## src/rtl/jojo_hit_ctrl_pkg.sv

```systemverilog
// jojo_hit_ctrl_pkg
// Shared game definitions for the player hit controller and its helpers.
//   hit_state_t    : player life state (ALIVE=0, INVULN=1, DEAD=2)
//   HP_MAX         : default health loaded at reset / restart
//   INVULN_FRAMES  : default invulnerability length in frames
//   BLINK_BIT      : default invulnerability-counter bit used for blinking
//   HP_W, CNT_W    : widths of the health value and frame counter
package jojo_hit_ctrl_pkg;

  typedef enum logic [1:0] {
    ALIVE  = 2'd0,
    INVULN = 2'd1,
    DEAD   = 2'd2
  } hit_state_t;

  localparam int unsigned HP_MAX        = 3;
  localparam int unsigned INVULN_FRAMES = 60;
  localparam int unsigned BLINK_BIT     = 2;
  localparam int unsigned HP_W          = 3;
  localparam int unsigned CNT_W         = 8;

endpackage

```

## src/rtl/jojo_hit_ctrl_frame_counter_down.sv

```systemverilog
// frame_counter_down
// Loadable down-counter that steps once per frame. Shared with the enemy
// respawn timers.
//   clk, reset  : clock, asynchronous active-high reset
//   clear       : force count to zero (highest priority)
//   load        : load load_value
//   dec         : decrement by one, saturating at zero
//   count       : current count
//   count_next  : value count takes on the next clock edge
//   tc          : terminal count, high when count == 1 (next dec reaches 0)
module frame_counter_down #(
  parameter int unsigned W = 8
) (
  input  logic         clk,
  input  logic         reset,
  input  logic         clear,
  input  logic         load,
  input  logic [W-1:0] load_value,
  input  logic         dec,
  output logic [W-1:0] count,
  output logic [W-1:0] count_next,
  output logic         tc
);

  // count_next is exported so the owner can register outputs that depend on
  // the counter without adding a cycle of lag.
  always_comb begin
    count_next = count;
    if (clear) begin
      count_next = '0;
    end else if (load) begin
      count_next = load_value;
    end else if (dec && (count != '0)) begin
      count_next = count - W'(1);
    end
  end

  always_ff @(posedge clk or posedge reset) begin
    if (reset) begin
      count <= '0;
    end else begin
      count <= count_next;
    end
  end

  assign tc = (count == W'(1));

endmodule

```

## src/rtl/jojo_hit_ctrl.sv

```systemverilog
// jojo_hit_ctrl
// Player collision and health controller. Detects pixel-exact overlap of the
// player and any enemy during a frame and, at the next frame boundary, runs
// the health / invulnerability / game-over state machine.
//   clk, reset    : clock, asynchronous active-high reset
//   jojo_on       : player sprite opaque at current pixel
//   enemy_on      : OR of all enemy sprites' opaque flags at current pixel
//   frame_start   : one-cycle pulse at the start of each frame
//   restart       : one-cycle pulse that revives the player
//   hp            : current health, 0..HP_MAX
//   hit_pulse     : one-cycle pulse when health is decremented
//   invuln        : high while invulnerable
//   jojo_visible  : gate for the player sprite in the pixel mux
//   game_over     : high while dead
module jojo_hit_ctrl
  import jojo_hit_ctrl_pkg::*;
#(
  parameter int unsigned HP_MAX        = jojo_hit_ctrl_pkg::HP_MAX,
  parameter int unsigned INVULN_FRAMES = jojo_hit_ctrl_pkg::INVULN_FRAMES,
  parameter int unsigned BLINK_BIT     = jojo_hit_ctrl_pkg::BLINK_BIT
) (
  input  logic            clk,
  input  logic            reset,
  input  logic            jojo_on,
  input  logic            enemy_on,
  input  logic            frame_start,
  input  logic            restart,
  output logic [HP_W-1:0] hp,
  output logic            hit_pulse,
  output logic            invuln,
  output logic            jojo_visible,
  output logic            game_over
);

  hit_state_t       state;
  hit_state_t       state_next;
  logic [HP_W-1:0]  hp_next;
  logic             hit_pulse_next;
  logic             invuln_next;
  logic             jojo_visible_next;
  logic             game_over_next;
  logic             hit_latch;
  logic             collide;
  logic             cnt_clear;
  logic             cnt_load;
  logic             cnt_dec;
  logic [CNT_W-1:0] inv_cnt;
  logic [CNT_W-1:0] inv_cnt_next;
  logic             inv_tc;

  assign collide = jojo_on & enemy_on;

  // A collide coinciding with frame_start belongs to the new frame, so the
  // latch reloads with that cycle's collide instead of simply clearing.
  always_ff @(posedge clk or posedge reset) begin
    if (reset) begin
      hit_latch <= 1'b0;
    end else if (restart) begin
      hit_latch <= 1'b0;
    end else if (frame_start) begin
      hit_latch <= collide;
    end else if (collide) begin
      hit_latch <= 1'b1;
    end
  end

  frame_counter_down #(
    .W(CNT_W)
  ) u_inv_counter (
    .clk        (clk),
    .reset      (reset),
    .clear      (cnt_clear),
    .load       (cnt_load),
    .load_value (CNT_W'(INVULN_FRAMES)),
    .dec        (cnt_dec),
    .count      (inv_cnt),
    .count_next (inv_cnt_next),
    .tc         (inv_tc)
  );

  // restart outranks frame_start; every transition waits for one of them.
  always_comb begin
    state_next     = state;
    hp_next        = hp;
    hit_pulse_next = 1'b0;
    cnt_clear      = 1'b0;
    cnt_load       = 1'b0;
    cnt_dec        = 1'b0;
    if (restart) begin
      state_next = ALIVE;
      hp_next    = HP_W'(HP_MAX);
      cnt_clear  = 1'b1;
    end else if (frame_start) begin
      case (state)
        ALIVE: begin
          if (hit_latch && (hp != '0)) begin
            hp_next        = hp - HP_W'(1);
            hit_pulse_next = 1'b1;
            if (hp == HP_W'(1)) begin
              state_next = DEAD;
            end else begin
              state_next = INVULN;
              cnt_load   = 1'b1;
            end
          end
        end
        INVULN: begin
          cnt_dec = 1'b1;
          if (inv_tc) begin
            state_next = ALIVE;
          end
        end
        DEAD: begin
          state_next = DEAD;
        end
        default: begin
          state_next = ALIVE;
        end
      endcase
    end
  end

  // Outputs are decoded from the next state so they can be registered and
  // still line up with the state register.
  always_comb begin
    invuln_next       = (state_next == INVULN);
    game_over_next    = (state_next == DEAD);
    jojo_visible_next = 1'b1;
    case (state_next)
      ALIVE:   jojo_visible_next = 1'b1;
      INVULN:  jojo_visible_next = inv_cnt_next[BLINK_BIT];
      DEAD:    jojo_visible_next = 1'b0;
      default: jojo_visible_next = 1'b1;
    endcase
  end

  always_ff @(posedge clk or posedge reset) begin
    if (reset) begin
      state        <= ALIVE;
      hp           <= HP_W'(HP_MAX);
      hit_pulse    <= 1'b0;
      invuln       <= 1'b0;
      jojo_visible <= 1'b1;
      game_over    <= 1'b0;
    end else begin
      state        <= state_next;
      hp           <= hp_next;
      hit_pulse    <= hit_pulse_next;
      invuln       <= invuln_next;
      jojo_visible <= jojo_visible_next;
      game_over    <= game_over_next;
    end
  end

endmodule

```

## config.mk

```make
export PLATFORM = sky130hd
export DESIGN_NAME = jojo_hit_ctrl
export DESIGN_NICKNAME = d
export VERILOG_FILES = /design/src/rtl/jojo_hit_ctrl_pkg.sv /design/src/rtl/jojo_hit_ctrl_frame_counter_down.sv /design/src/rtl/jojo_hit_ctrl.sv
export SDC_FILE = /design/constraint.sdc
export NUM_CORES = 1
export LEC_CHECK = 0
export ABC_AREA = 1
export BUFFER_PORTS_ARGS = -buffer_cell sky130_fd_sc_hd__buf_2
export CAP_MARGIN = 10
export CORE_MARGIN = 2
export CORE_UTILIZATION = 30
export DETAILED_ROUTE_END_ITERATION = 16
export GPL_TIMING_DRIVEN = 0
export PLACE_DENSITY = 0.48
export RECOVER_POWER = 50
export SYNTH_ARGS = -nofsm -noshare
export SYNTH_HDL_FRONTEND = slang
export SYNTH_SLANG_ARGS = --single-unit
```

## constraint.sdc

```tcl
create_clock -name clk -period 3.2 [get_ports clk]
set_clock_uncertainty 0.15 [all_clocks]
set_input_delay 0.16 -clock clk [delete_from_list [all_inputs] [get_ports clk]]
set_output_delay 0.16 -clock clk [all_outputs]
set_load 0.02 [all_outputs]
```

==> impl_results.md <==
- Core Util, Final: roughly 37%
- Worst setup SP type: primary input
- Clk slew on worst S/H paths: ~0.09 ns
- Worst slew pin tran: 0.694 ns
- Post-place setup slack: 1.30 ns
- Vias per cell: between 4 and 5
- Largest net degree at the start of global routing: 19
- Die Y: 62.3 microns
- Critical path class: primary input to flop
- Share of the synthesized area in the top cell type: a little under two fifths
- Status: finished, final reports clean
- Max frequency: around 0.51 GHz
- CTS tree: done
- Ys async rst share: 100%
- DRT iter0 DRCs: 23
- Mapped Area: about 1000 sq um
- Area Overhead vs Synth: 18.5%
- Setup Buffers After CTS: 0
- Number of global-route vias before repair: 849
- Cts bufs inserted: 3
- MaxCap Viol Count: 0
- Hold_ws: about 0.13 ns
- IO Port Bufs: 12
- Cells after Synth: approximately 120
- Starting Density: slightly above 30%
- RSZ-0062 raised after global routing: no
- Global route overflow: 0
- Crit path time final: roughly 2.0 ns
- Post-synth EDFFs: 0
- Iteration count of the initial detailed-routing pass: 4
- Critical path fanouts, max: 1
- CORE AREA: roughly 3300 sq um
- M1 GR Usage: a little over an eighth
- Comb power frac: between 20% and 30%
- Clock share of power: between 20% and 30%
- GRT met3 Usage: 1.63%
- Remaining antenna violation count: 0
- Synth Flop Type: dfrtp_1
- R2R depth: 6
- Clk sinks: 18
- Syn nets: approximately 130
- YS warnings: 0
- Rows: 21
- Leading area contributor after synthesis: dfrtp_1
- Final instance area: between 1000 and 1500 sq um
- Sequential share of power: between 50% and 60%
- Initial antenna violation count: 0
- Maximum VDD drop: approximately 0.24 mV
- PD cells: 422 nW/um^2
- Count of final setup violators: 0
- RR Endpoint: u_inv_counter.count[0]
- Worst EP required: around 3.2 ns
- Final worst-path cycle share: approximately three fifths
- Fraction of layout cells with a size suffix above 1: between 10% and 20%
- Slew HR: approximately 54%
- IO Pins: 13
- Skew-Pair Late Insertion Delay: ~0.29 ns
- Critical Path Sink Type: flop
- Switching Fraction: between 30% and 40%
- Placer congestion estimate: approximately 0.8
- Nets: approximately 160
- Worst Slack Setup Final: around 1.2 ns
- Internal power: 0.000345 W
- Critical path arrival: 1.98 ns
- Worst Setup SP: enemy_on
- Ranking of synthesized cells by area: dfrtp_1, nand2_1, dfstp_2
- Critical Path End: hit_latch
- Routed WL per cell: between 10 and 15 microns
- GRT Total Usage: roughly an eighth
- DR DRC count: 0
- Die X: 62.3 microns
- Synthesized flop and latch total: 18
- Max Slew Vio Count: 0
- Final wirelength: 1930 microns
- Via count: 830
- H-tree levels: 1
- Psw: around 0.00016 W
- Seq/Total Area, Yosys: 44.5%
- Post-Syn Area per Cell: approximately 8.3 sq um
- Clk root buf: clkbuf_4
- Post-synth cell types: 24
- Diodes inserted: 0
- WHS Path Cells: 4
- Hold Crit Class: primary input to flop
- DP HPWL: between 1000 and 1500 microns
- Setup TNS: 0 ns
- GRT busiest layer: met2
- Leak Pwr: between 0.6 and 0.7 nW
- GRT met2 Usage: 20.5%
- Die ar.: between 3000 and 4000 sq um
- First-pass GRT wire length: 3580 microns
- Hold Vio Cnt, Final: 0
- Placed instance area: 1140 sq um
- R2r setup slk: about 1.3 ns
- Worst r2r src: hp[0]
- Max Root-Sink Buffers: 2
per-stage QoR:
stage,std cells,total power [W]
floorplan,123,0.000362
global placement,181,0.000393
detailed placement,181,0.000394
CTS,190,0.000522
global route,190,0.000548
finish,190,0.000510
cell usage after synthesis, types with 2 or more instances:
cell      n
a21oi_1   3
a21oi_4   2
a31oi_1   2
dfrtp_1  15
dfstp_2   3
ha_1      5
inv_1    21
nand2_1  28
nand2_2   2
nand3_1  13
nand4_1   2
nor2_1    6
o21ai_0   6
o22ai_1   2
xor2_1    4
logic make-up after synthesis:
kind of cell / count (synthesis) / synth area share [%]
buf+inv: 24 / 9.69
fa+ha+maj: 5 / 6.13
flops: 18 / 44.5
xor+xnor: 4 / 3.44
simple gates: 55 / 24.5
compound gates: 17 / 11.7
power groups by stage:
stage | sequential, W | clock, W | combinational [W]
2_1_floorplan | 0.000279 | 0 | 0.0000824
3_3_place_gp | 0.000266 | 0 | 0.000126
3_5_place_dp | 0.000267 | 0 | 0.000127
4_1_cts | 0.000263 | 0.000127 | 0.000133
5_1_grt | 0.000265 | 0.000134 | 0.000149
6_report | 0.000262 | 0.000117 | 0.000130
registers in the layout, summed over array words and instances, names as in the netlist:
signal / flops
invuln: 1
state: 2
u_inv_counter.count: 8
hit_pulse: 1
jojo_visible: 1
game_over: 1
hit_latch: 1
hp: 3
how the worst min path moves through the flow:
| stage | start | endpoint | slack, ns |
|---|---|---|---|
| 2_1_floorplan | reset | game_over | -0.05 |
| 3_3_place_gp | reset | invuln | 0.16 |
| 3_5_place_dp | reset | u_inv_counter.count[4] | 0.16 |
| 4_1_cts | frame_start | state[1] | 0.12 |
| 5_1_grt | frame_start | state[1] | 0.17 |
| 6_report | frame_start | state[1] | 0.13 |
cell type report:
cell class | instances | area (sq um)
buffer | 1 | 11.3
multi-input combinational | 81 | 467
inverter | 23 | 87.6
clock buffer | 4 | 26.3
timing repair buffer | 17 | 105
fill | 377 | 2100
sequential | 18 | 454
tap | 46 | 57.6
placed cells by master, fill, tap and decap left out:
master,count
inv_1,21
o22ai_1,2
dfstp_2,3
clkbuf_1,5
nor2_1,6
buf_2,8
buf_6,1
nand3_2,1
ha_1,5
xor2_1,4
clkinv_2,1
a21oi_1,3
clkbuf_4,3
inv_2,1
nand2_1,28
o21ai_0,6
o211ai_1,1
dfrtp_1,15
nor3_1,1
a21oi_2,1
nor2_4,1
dlygate4sd3_1,5
nor2_2,1
a21oi_4,2
nand4_1,2
nand3_1,13
a31oi_1,2
nand2_2,2
metal layers:
layer,wire length (microns),up-vias
met5,0,-
met3,35,2
met2,956,5
li1,-,433
met1,915,390
met4,23,0
worst max-delay path, cell delays in order:
cell and delay [ns]:
dlygate4sd3_1 0.53, buf_2 0.12, nand2_1 0.04, dlygate4sd3_1 0.53
a21oi_1 0.06, dlygate4sd3_1 0.55
repair_timing:
action | 4_1_cts | 5_1_grt
gates resized for setup | 0 | 0
hold endpoints to repair | 18 | 0
hold buffers | 5 | 0
setup endpoints to repair | 0 | 0
Note: power is estimated with default switching activity, not from simulation.
